`config.mk`:
```
export PLATFORM = sky130hd
export DESIGN_NAME = rv64_exe_stage
export DESIGN_NICKNAME = d
export VERILOG_FILES = /design/src/rtl/rv64_exe_pkg.sv /design/src/rtl/rv64_alu.sv /design/src/rtl/rv64_exe_stage.sv
export SDC_FILE = /design/constraint.sdc
export NUM_CORES = 2
export LEC_CHECK = 0
export ABC_AREA = 1
export BUFFER_PORTS_ARGS = -buffer_cell sky130_fd_sc_hd__buf_2
export CORE_AREA = 2 2 350 352
export DETAILED_ROUTE_END_ITERATION = 8
export DIE_AREA = 0 0 352 354
export PLACE_DENSITY = 0.48
export SLEW_MARGIN = 20
export SYNTH_ARGS = -nofsm -noshare
export SYNTH_HDL_FRONTEND = slang
export SYNTH_HIERARCHICAL = 1
export SYNTH_SLANG_ARGS = --single-unit
```
`constraint.sdc`:
```
create_clock -name clk -period 20.4 [get_ports clk]
set_clock_uncertainty 0.2 [all_clocks]
set_input_delay 2.04 -clock clk [delete_from_list [all_inputs] [get_ports clk]]
set_output_delay 2.04 -clock clk [all_outputs]
set_load 0.01 [all_outputs]
```
`src/rtl/rv64_exe_pkg.sv`:
```
// Shared widths, ALU op codes and the ID/EXE payload for the RV64 execute stage.
package rv64_exe_pkg;

  localparam int unsigned XLEN = 64;
  localparam int unsigned OPW  = 12;
  localparam int unsigned REGW = 5;
  localparam int unsigned SELW = 2;
  localparam int unsigned INSTW = 32;

  localparam logic [OPW-1:0] OP_NOP  = 12'd0;
  localparam logic [OPW-1:0] OP_ADD  = 12'd1;
  localparam logic [OPW-1:0] OP_SUB  = 12'd2;
  localparam logic [OPW-1:0] OP_SLL  = 12'd3;
  localparam logic [OPW-1:0] OP_SLT  = 12'd4;
  localparam logic [OPW-1:0] OP_SLTU = 12'd5;
  localparam logic [OPW-1:0] OP_XOR  = 12'd6;
  localparam logic [OPW-1:0] OP_SRL  = 12'd7;
  localparam logic [OPW-1:0] OP_SRA  = 12'd8;
  localparam logic [OPW-1:0] OP_OR   = 12'd9;
  localparam logic [OPW-1:0] OP_AND  = 12'd10;
  localparam logic [OPW-1:0] OP_ADDW = 12'd11;
  localparam logic [OPW-1:0] OP_SUBW = 12'd12;
  localparam logic [OPW-1:0] OP_SLLW = 12'd13;
  localparam logic [OPW-1:0] OP_SRLW = 12'd14;
  localparam logic [OPW-1:0] OP_SRAW = 12'd15;
  localparam logic [OPW-1:0] OP_LUI  = 12'd16;
  localparam logic [OPW-1:0] OP_LINK = 12'd17;
  localparam logic [OPW-1:0] OP_MEM  = 12'd18;

  localparam logic [INSTW-1:0] BUBBLE_INST = 32'hFFFF_FFFF;

  typedef struct packed {
    logic [XLEN-1:0] pc;
    logic [OPW-1:0]  op;
    logic [REGW-1:0] rd;
    logic [REGW-1:0] rs1;
    logic [REGW-1:0] rs2;
    logic [XLEN-1:0] src1_rs1;
    logic [XLEN-1:0] src2_rs2;
    logic [XLEN-1:0] imm;
    logic [SELW-1:0] src1_sel;
    logic [SELW-1:0] src2_sel;
    logic [SELW-1:0] load_sel;
    logic            data_wen;
    logic            data_ren;
    logic            reg_wen;
  } id_exe_t;

  // Sign-extend a 32-bit W-op result to the full datapath.
  function automatic logic [XLEN-1:0] sext32(input logic [31:0] v);
    return {{(XLEN-32){v[31]}}, v};
  endfunction

endpackage

```
`src/rtl/rv64_alu.sv`:
```
// Combinational RV64 ALU: result by op code plus an always-computed memory address.
module rv64_alu
  import rv64_exe_pkg::*;
(
  input  logic [OPW-1:0]  op,
  input  logic [XLEN-1:0] src1,
  input  logic [XLEN-1:0] src2,
  output logic [XLEN-1:0] data_rd_c,
  output logic [31:0]     ram_addr_c
);

  logic [XLEN-1:0] sum_c;
  logic [31:0]     w_res_c;

  always_comb begin
    sum_c      = src1 + src2;
    ram_addr_c = sum_c[31:0];
    w_res_c    = '0;
    data_rd_c  = '0;
    case (op)
      OP_ADD:  data_rd_c = sum_c;
      OP_SUB:  data_rd_c = src1 - src2;
      OP_SLL:  data_rd_c = src1 << src2[5:0];
      OP_SLT:  data_rd_c = {{(XLEN-1){1'b0}}, $signed(src1) < $signed(src2)};
      OP_SLTU: data_rd_c = {{(XLEN-1){1'b0}}, src1 < src2};
      OP_XOR:  data_rd_c = src1 ^ src2;
      OP_SRL:  data_rd_c = src1 >> src2[5:0];
      OP_SRA:  data_rd_c = XLEN'($signed(src1) >>> src2[5:0]);
      OP_OR:   data_rd_c = src1 | src2;
      OP_AND:  data_rd_c = src1 & src2;
      // W ops work on the low word and sign-extend bit 31 of the result
      OP_ADDW: begin
        w_res_c   = src1[31:0] + src2[31:0];
        data_rd_c = sext32(w_res_c);
      end
      OP_SUBW: begin
        w_res_c   = src1[31:0] - src2[31:0];
        data_rd_c = sext32(w_res_c);
      end
      OP_SLLW: begin
        w_res_c   = src1[31:0] << src2[4:0];
        data_rd_c = sext32(w_res_c);
      end
      OP_SRLW: begin
        w_res_c   = src1[31:0] >> src2[4:0];
        data_rd_c = sext32(w_res_c);
      end
      OP_SRAW: begin
        w_res_c   = 32'($signed(src1[31:0]) >>> src2[4:0]);
        data_rd_c = sext32(w_res_c);
      end
      OP_LUI:  data_rd_c = src2;
      OP_LINK: data_rd_c = src1 + XLEN'(4);
      OP_MEM:  data_rd_c = sum_c;
      default: data_rd_c = '0;
    endcase
  end

endmodule

```
`src/rtl/rv64_exe_stage.sv`:
```
// RV64 execute stage: ID/EXE pipeline register, ALU, and a one-cycle ID tracker for the harness.
module rv64_exe_stage
  import rv64_exe_pkg::*;
(
  input  logic              clk,
  input  logic              rst,
  input  logic [XLEN-1:0]   id_pc,
  input  logic [OPW-1:0]    id_op,
  input  logic [REGW-1:0]   id_rd,
  input  logic [REGW-1:0]   id_rs1,
  input  logic [REGW-1:0]   id_rs2,
  input  logic [XLEN-1:0]   id_src1_rs1,
  input  logic [XLEN-1:0]   id_src2_rs2,
  input  logic [XLEN-1:0]   id_imm,
  input  logic [SELW-1:0]   id_src1_sel,
  input  logic [SELW-1:0]   id_src2_sel,
  input  logic [SELW-1:0]   id_load_sel,
  input  logic              id_data_wen,
  input  logic              id_data_ren,
  input  logic              id_reg_wen,
  output logic [XLEN-1:0]   exe_pc,
  output logic [OPW-1:0]    exe_op,
  output logic [REGW-1:0]   exe_rd,
  output logic [REGW-1:0]   exe_rs1,
  output logic [REGW-1:0]   exe_rs2,
  output logic [XLEN-1:0]   exe_src1_rs1,
  output logic [XLEN-1:0]   exe_src2_rs2,
  output logic [XLEN-1:0]   exe_imm,
  output logic [SELW-1:0]   exe_src1_sel,
  output logic [SELW-1:0]   exe_src2_sel,
  output logic [SELW-1:0]   exe_load_sel,
  output logic              exe_data_wen,
  output logic              exe_data_ren,
  output logic              exe_reg_wen,
  input  logic [XLEN-1:0]   alu_src1,
  input  logic [XLEN-1:0]   alu_src2,
  output logic [XLEN-1:0]   alu_data_rd,
  output logic [31:0]       alu_ram_addr,
  input  logic [INSTW-1:0]  id_inst,
  input  logic              id_ebreak,
  output logic [INSTW-1:0]  trk_inst,
  output logic [OPW-1:0]    trk_op,
  output logic              trk_ebreak
);

  id_exe_t          pipe_d, pipe_q;
  logic [INSTW-1:0] trk_inst_d, trk_inst_q;
  logic [OPW-1:0]   trk_op_d, trk_op_q;
  logic             trk_ebreak_d, trk_ebreak_q;

  always_comb begin
    pipe_d.pc       = id_pc;
    pipe_d.op       = id_op;
    pipe_d.rd       = id_rd;
    pipe_d.rs1      = id_rs1;
    pipe_d.rs2      = id_rs2;
    pipe_d.src1_rs1 = id_src1_rs1;
    pipe_d.src2_rs2 = id_src2_rs2;
    pipe_d.imm      = id_imm;
    pipe_d.src1_sel = id_src1_sel;
    pipe_d.src2_sel = id_src2_sel;
    pipe_d.load_sel = id_load_sel;
    pipe_d.data_wen = id_data_wen;
    pipe_d.data_ren = id_data_ren;
    pipe_d.reg_wen  = id_reg_wen;
    trk_inst_d      = id_inst;
    trk_op_d        = id_op;
    trk_ebreak_d    = id_ebreak;
  end

  // Reset clears the payload to a NOP; the tracker shows the bubble marker.
  always_ff @(posedge clk or posedge rst) begin
    if (rst) begin
      pipe_q       <= '0;
      trk_inst_q   <= BUBBLE_INST;
      trk_op_q     <= '0;
      trk_ebreak_q <= 1'b0;
    end else begin
      pipe_q       <= pipe_d;
      trk_inst_q   <= trk_inst_d;
      trk_op_q     <= trk_op_d;
      trk_ebreak_q <= trk_ebreak_d;
    end
  end

  assign exe_pc       = pipe_q.pc;
  assign exe_op       = pipe_q.op;
  assign exe_rd       = pipe_q.rd;
  assign exe_rs1      = pipe_q.rs1;
  assign exe_rs2      = pipe_q.rs2;
  assign exe_src1_rs1 = pipe_q.src1_rs1;
  assign exe_src2_rs2 = pipe_q.src2_rs2;
  assign exe_imm      = pipe_q.imm;
  assign exe_src1_sel = pipe_q.src1_sel;
  assign exe_src2_sel = pipe_q.src2_sel;
  assign exe_load_sel = pipe_q.load_sel;
  assign exe_data_wen = pipe_q.data_wen;
  assign exe_data_ren = pipe_q.data_ren;
  assign exe_reg_wen  = pipe_q.reg_wen;
  assign trk_inst     = trk_inst_q;
  assign trk_op       = trk_op_q;
  assign trk_ebreak   = trk_ebreak_q;

  rv64_alu u_alu (
    .op         (pipe_q.op),
    .src1       (alu_src1),
    .src2       (alu_src2),
    .data_rd_c  (alu_data_rd),
    .ram_addr_c (alu_ram_addr)
  );

endmodule

```
* Word level (Yosys, flattened, before mapping)
Index checks and enable logic that the tools add are counted.
** Word-level totals
- Register bits after elaboration :: 325
- Input bits :: 455
- Logic and storage cells :: 52
** Operators by class
- Add/subtract/negate cells :: 5
- $lt $le $gt $ge :: 2
- Equality and inequality tests :: 18
- Shifts and indexed selects :: 6
- Mux-type cells :: 1
- Bitwise logic cells :: 3
- Reductions and logical operators :: 1
** Operators with widths (number)
- $pmux W64 S17 :: 1
- $lt A64 B64 Y1 :: 2
- $eq A12 B4 Y1 const B :: 8
- $add A64 B3 Y64 const B :: 1
- $add A64 B64 Y64 :: 1
- $and A64 B64 Y64 :: 1
- $or A64 B64 Y64 :: 1
- $shl A64 B6 Y64 :: 1
- $shr A64 B6 Y64 :: 1
- $sshr A64 B6 Y64 :: 1
- $sub A64 B64 Y64 :: 1
- $xor A64 B64 Y64 :: 1
- $eq A12 B3 Y1 const B :: 4
- $eq A12 B5 Y1 const B :: 3
- $add A32 B32 Y32 :: 1
- $shl A32 B5 Y32 :: 1
- $shr A32 B5 Y32 :: 1
- $sshr A32 B5 Y32 :: 1
- $sub A32 B32 Y32 :: 1
- $eq A12 B2 Y1 const B :: 2
- $eq A12 B1 Y1 const B :: 1
- $reduce_or A2 Y1 :: 1

* Longest topological paths before layout
- Depth after elaboration :: 3
- Gate-level depth with buffers :: 23

* Cells and area by module
The synthesis kept the hierarchy.
** By module, submodules not included
- rv64_alu :: times used 1, cells an instance 5701, area each 26985.9 µm², sequential area each 0.0 µm²
- rv64_exe_stage :: times used 1, cells an instance 338, area each 8266.7 µm², sequential area each 8172.8 µm²

* Worst setup path after synthesis
No wires, ideal clock.
- Kind :: in2out
- Start :: input alu_src2[3]
- End :: output alu_data_rd[33]
- Arrival time :: 4.775 ns
- Data required time :: 18.160 ns
- Path slack :: 13.385 ns
- Stages :: 22
- Path buffers :: 6
- Cells stage by stage :: buf_2 > inv_1 > buf_2 > buf_1 > clkbuf_1 > ha_1 > buf_4 > nor2_2 > nand2_1 > inv_1 > nand2_1 > nand2_2 > nand2_1 > nand2_1 > nand2_1 > nand2_2 > nand2_2 > nand3_1 > inv_1 > nor2_4 > buf_6 > nand4_1
** Between the ends
- Longest elaborated chain between the ends :: 2
- Elaborated cells on any way between the ends :: 11
** RTL lines
- start: declaration :: RTL line rv64_exe_stage.sv:36 : input logic [XLEN-1:0] alu_src2,
- $add A64 B64 Y64 (tied with other cells) :: RTL line rv64_alu.sv:16 : sum_c = src1 + src2;
- $pmux W64 S17 * :: RTL line rv64_alu.sv:20 : case (op)
- end: declaration :: RTL line rv64_exe_stage.sv:37 : output logic [XLEN-1:0] alu_data_rd,
Every way passes the cells marked *; elsewhere a longest branch is shown, timed or not.

* Worst setup path after layout
- Start :: input alu_src2[3]
- End :: output alu_data_rd[30]
Same word-level chain as after synthesis.

==> flow_metrics.tcl <==
set metrics [dict create \
    end_kind "primary output" \
    cts_buffer_depth 3 \
    grt_max_degree 122 \
    hold_buffers 0 \
    cp.arrival_ns 6.47 \
    vias_per_cell 5.82 \
    start_util_pct 29.2 \
    power_density_mw_per_mm2 53.6 \
    io_buffers 887 \
    hp-class "input pin to asynchronous set/reset pin" \
    drc_errors 0 \
    grtUsageTotal_pct 47.8 \
    vias 49647 \
    worst_pin_slew_ns 1.20 \
    layout.nets 7399 \
    synth_cells 6039 \
    drt-initial-drc-count 7679 \
    dieArea_mm2 0.125 \
    num_io_pins 888 \
    layout-drive-gt1-share_pct 16.9 \
    setup.worst_path.class "input pin to primary output" \
    dp_hpwl_mm 268 \
    slew_violations 0 \
    grt.overflow.total 0 \
    clock_sinks 325 \
    async_flop_share_pct 100 \
    finish.instance_area_mm2 0.0424 \
    ys_ff_latch 325 \
    cts_root_buf "clkbuf_16" \
    avgRoutedWirePerCell_um 36.7 \
    grt_pass1_wl_mm 405 \
    numCtsBuffers 35 \
    slew_headroom_pct 19.7 \
    yosysTopAreaCellShare_pct 20.8 \
    ys_warn_count 6 \
    rsz0062_at_grt "false" \
    placed_area_mm2 0.0409 \
    min_period_ns 8.71 \
    antenna_found_initial 186 \
    required_ns 18.16 \
    synth_area_mm2 0.0353 \
    synth_area_leaders "dfrtp_1 (21%), nand2_1 (20%), nand3_1 (14%)" \
    ant_nets 0 \
    dr.pass1.iters 7 \
    yosysSeqAreaShare_pct 23.2 \
    cp_max_fo 45 \
    clk_pin_slew_worst_paths_ns 0.07 \
    avgSynthCellArea_um2 5.84 \
    cts_resized 0 \
    finalCritPeriodShare_pct 42.7 \
    fmax_mhz 115 \
    setup_tns_ns 0 \
    rows 128 \
    setup_violations 0 \
    grt_pass1_vias 44234 \
    power_mw 2.27 \
    hold_viol_final 0 \
    p_leak_nw 22.6 \
    gp_congestion 1.17 \
    synth_edf_count 0 \
    status "finished clean" \
    wirelength_mm 313 \
    cts_tree "yes" \
    synth_fp_nets 6690 \
    core_region_area_mm2 0.121 \
    maxCapViolations 0 \
    cts_setup_buffers 0 \
    synth.distinct_cells 58 \
    yosysTopAreaCell "dfrtp_1" \
    die_w_um 352 \
    h-tree-depth 2 \
    die_h_um 354 \
    start_kind "input pin" \
    area_growth_pct 20.4 \
    ys.flop_type "dfrtp_1" \
    irDropWorstVdd_v 0.0000908 \
]
[metrics by stage]
| stage | hold WS [ns] | utilization [%] | std cells | setup slack [ns] |
|---|---|---|---|---|
| after floorplan | 1.84 | - | 6039 | 9.21 |
| after global placement | 1.95 | 33.8 | 8335 | 11.78 |
| after detailed placement | 1.95 | 33.8 | 8335 | 11.85 |
| after CTS | 1.33 | 34.8 | 8399 | 11.83 |
| after global routing | 1.29 | 35.0 | 8483 | 11.72 |
| final | 1.27 | 35.1 | 8527 | 11.69 |
[report_power, final]
part           switching [mW]  leakage (nW)  internal, mW  total, mW
Clock                   0.301         0.596         0.391      0.691
Combinational           0.659          18.3         0.218      0.877
Sequential             0.0252          3.75         0.680      0.705
Total                   0.985          22.6          1.29       2.27
[cells in the mapped netlist (all sizes together) (13+ instances only)]
| cell type | count |
|---|---|
| buf | 186 |
| nor2 | 647 |
| or2 | 22 |
| dfstp | 32 |
| nand3 | 1026 |
| o22ai | 27 |
| xor2 | 43 |
| and2 | 17 |
| nor3 | 86 |
| clkbuf | 79 |
| ha | 194 |
| o21ai | 284 |
| o2111ai | 13 |
| o211ai | 45 |
| a21oi | 243 |
| nand2 | 1869 |
| nand4 | 90 |
| o21bai | 25 |
| nand3b | 22 |
| dfrtp | 293 |
| inv | 729 |
[routing by layer]
layer | GRT usage (%) | vias up | part of all wire, %
met5 | 1.51 | - | 0.15
li1 | - | 21117 | -
met2 | 68.9 | 3905 | 41
met4 | 32.4 | 72 | 7.6
met1 | 59.7 | 23739 | 39
met3 | 16.6 | 814 | 12
[worst paths after layout]
check,from,end,slack [ns],cells past startpoint
hold / removal,rst,exe_src2_rs2[26],1.27,2
min in group clk,id_inst[6],trk_inst[6],1.35,1
max in group asynchronous,rst,exe_imm[54],16.55,4
setup / recovery,alu_src2[3],alu_data_rd[30],11.69,16
[final cells by class]
| cell class | instances | area (um2) |
|---|---|---|
| antenna | 127 | 318 |
| fill | 13938 | 78500 |
| sequential | 325 | 8170 |
| multi-input combinational | 4720 | 23100 |
| clock buffer | 50 | 1010 |
| clock inverter | 14 | 209 |
| timing repair buffer | 937 | 4840 |
| inverter | 729 | 2750 |
| tap | 1625 | 2030 |
[worst max-delay path, stage by stage]
cell and delay (ns):
buf_4 0.17, inv_4 0.41, ha_1 0.54, inv_1 0.30
o21ai_0 0.86, nand2_1 0.10, nand2_1 0.23, nand2_1 0.08
nand2_1 0.14, nand2_1 0.09, nand2_1 0.31, xor2_1 0.45
nor2_1 0.09, nor2_1 0.11, nand3b_1 0.24, buf_2 0.25
[placed cells by master, fill, tap and decap left out, types with 9 or more instances in the layout]
| cell | n |
|---|---|
| inv_1 | 701 |
| o21bai_1 | 25 |
| a21oi_1 | 239 |
| nand4_1 | 86 |
| nand2_2 | 19 |
| diode_2 | 127 |
| nor4_1 | 9 |
| o211ai_1 | 44 |
| nor3_1 | 79 |
| ha_1 | 194 |
| nand3_2 | 12 |
| o21a_1 | 12 |
| nand3b_1 | 22 |
| nor2_2 | 20 |
| inv_2 | 24 |
| dfstp_2 | 32 |
| nor2_1 | 619 |
| buf_4 | 52 |
| o22ai_1 | 27 |
| or2_2 | 16 |
| o21ai_1 | 28 |
| nand2_1 | 1849 |
| dfrtp_1 | 293 |
| and2_1 | 16 |
| nand3_1 | 1014 |
| o21ai_0 | 256 |
| o2111ai_1 | 13 |
| xor2_1 | 43 |
| buf_2 | 884 |
| clkbuf_16 | 35 |
[cell families after synthesis]
| group | Yosys count | share of synthesized area (%) |
|---|---|---|
| AO/OA/AOI/OAI | 685 | 10.9 |
| XOR/XNOR | 44 | 1.09 |
| buffers and inverters | 994 | 11.4 |
| multiplexers | 1 | 0.0284 |
| AND/OR/NAND/NOR | 3794 | 46.4 |
| adder cells (fa/ha/maj) | 196 | 7.00 |
| flip-flops | 325 | 23.2 |
[flip-flops by register name, summed over array words and instances, names as in the netlist]
register / flops
exe_src1_rs1: 64
exe_imm: 64
trk_op: 12
exe_src1_sel: 2
exe_src2_rs2: 64
exe_rs1: 5
exe_src2_sel: 2
exe_rd: 5
exe_reg_wen: 1
trk_inst: 32
exe_data_ren: 1
exe_data_wen: 1
exe_rs2: 5
exe_load_sel: 2
trk_ebreak: 1
exe_pc: 64
No activity file was read; power rests on OpenSTA's default activity.
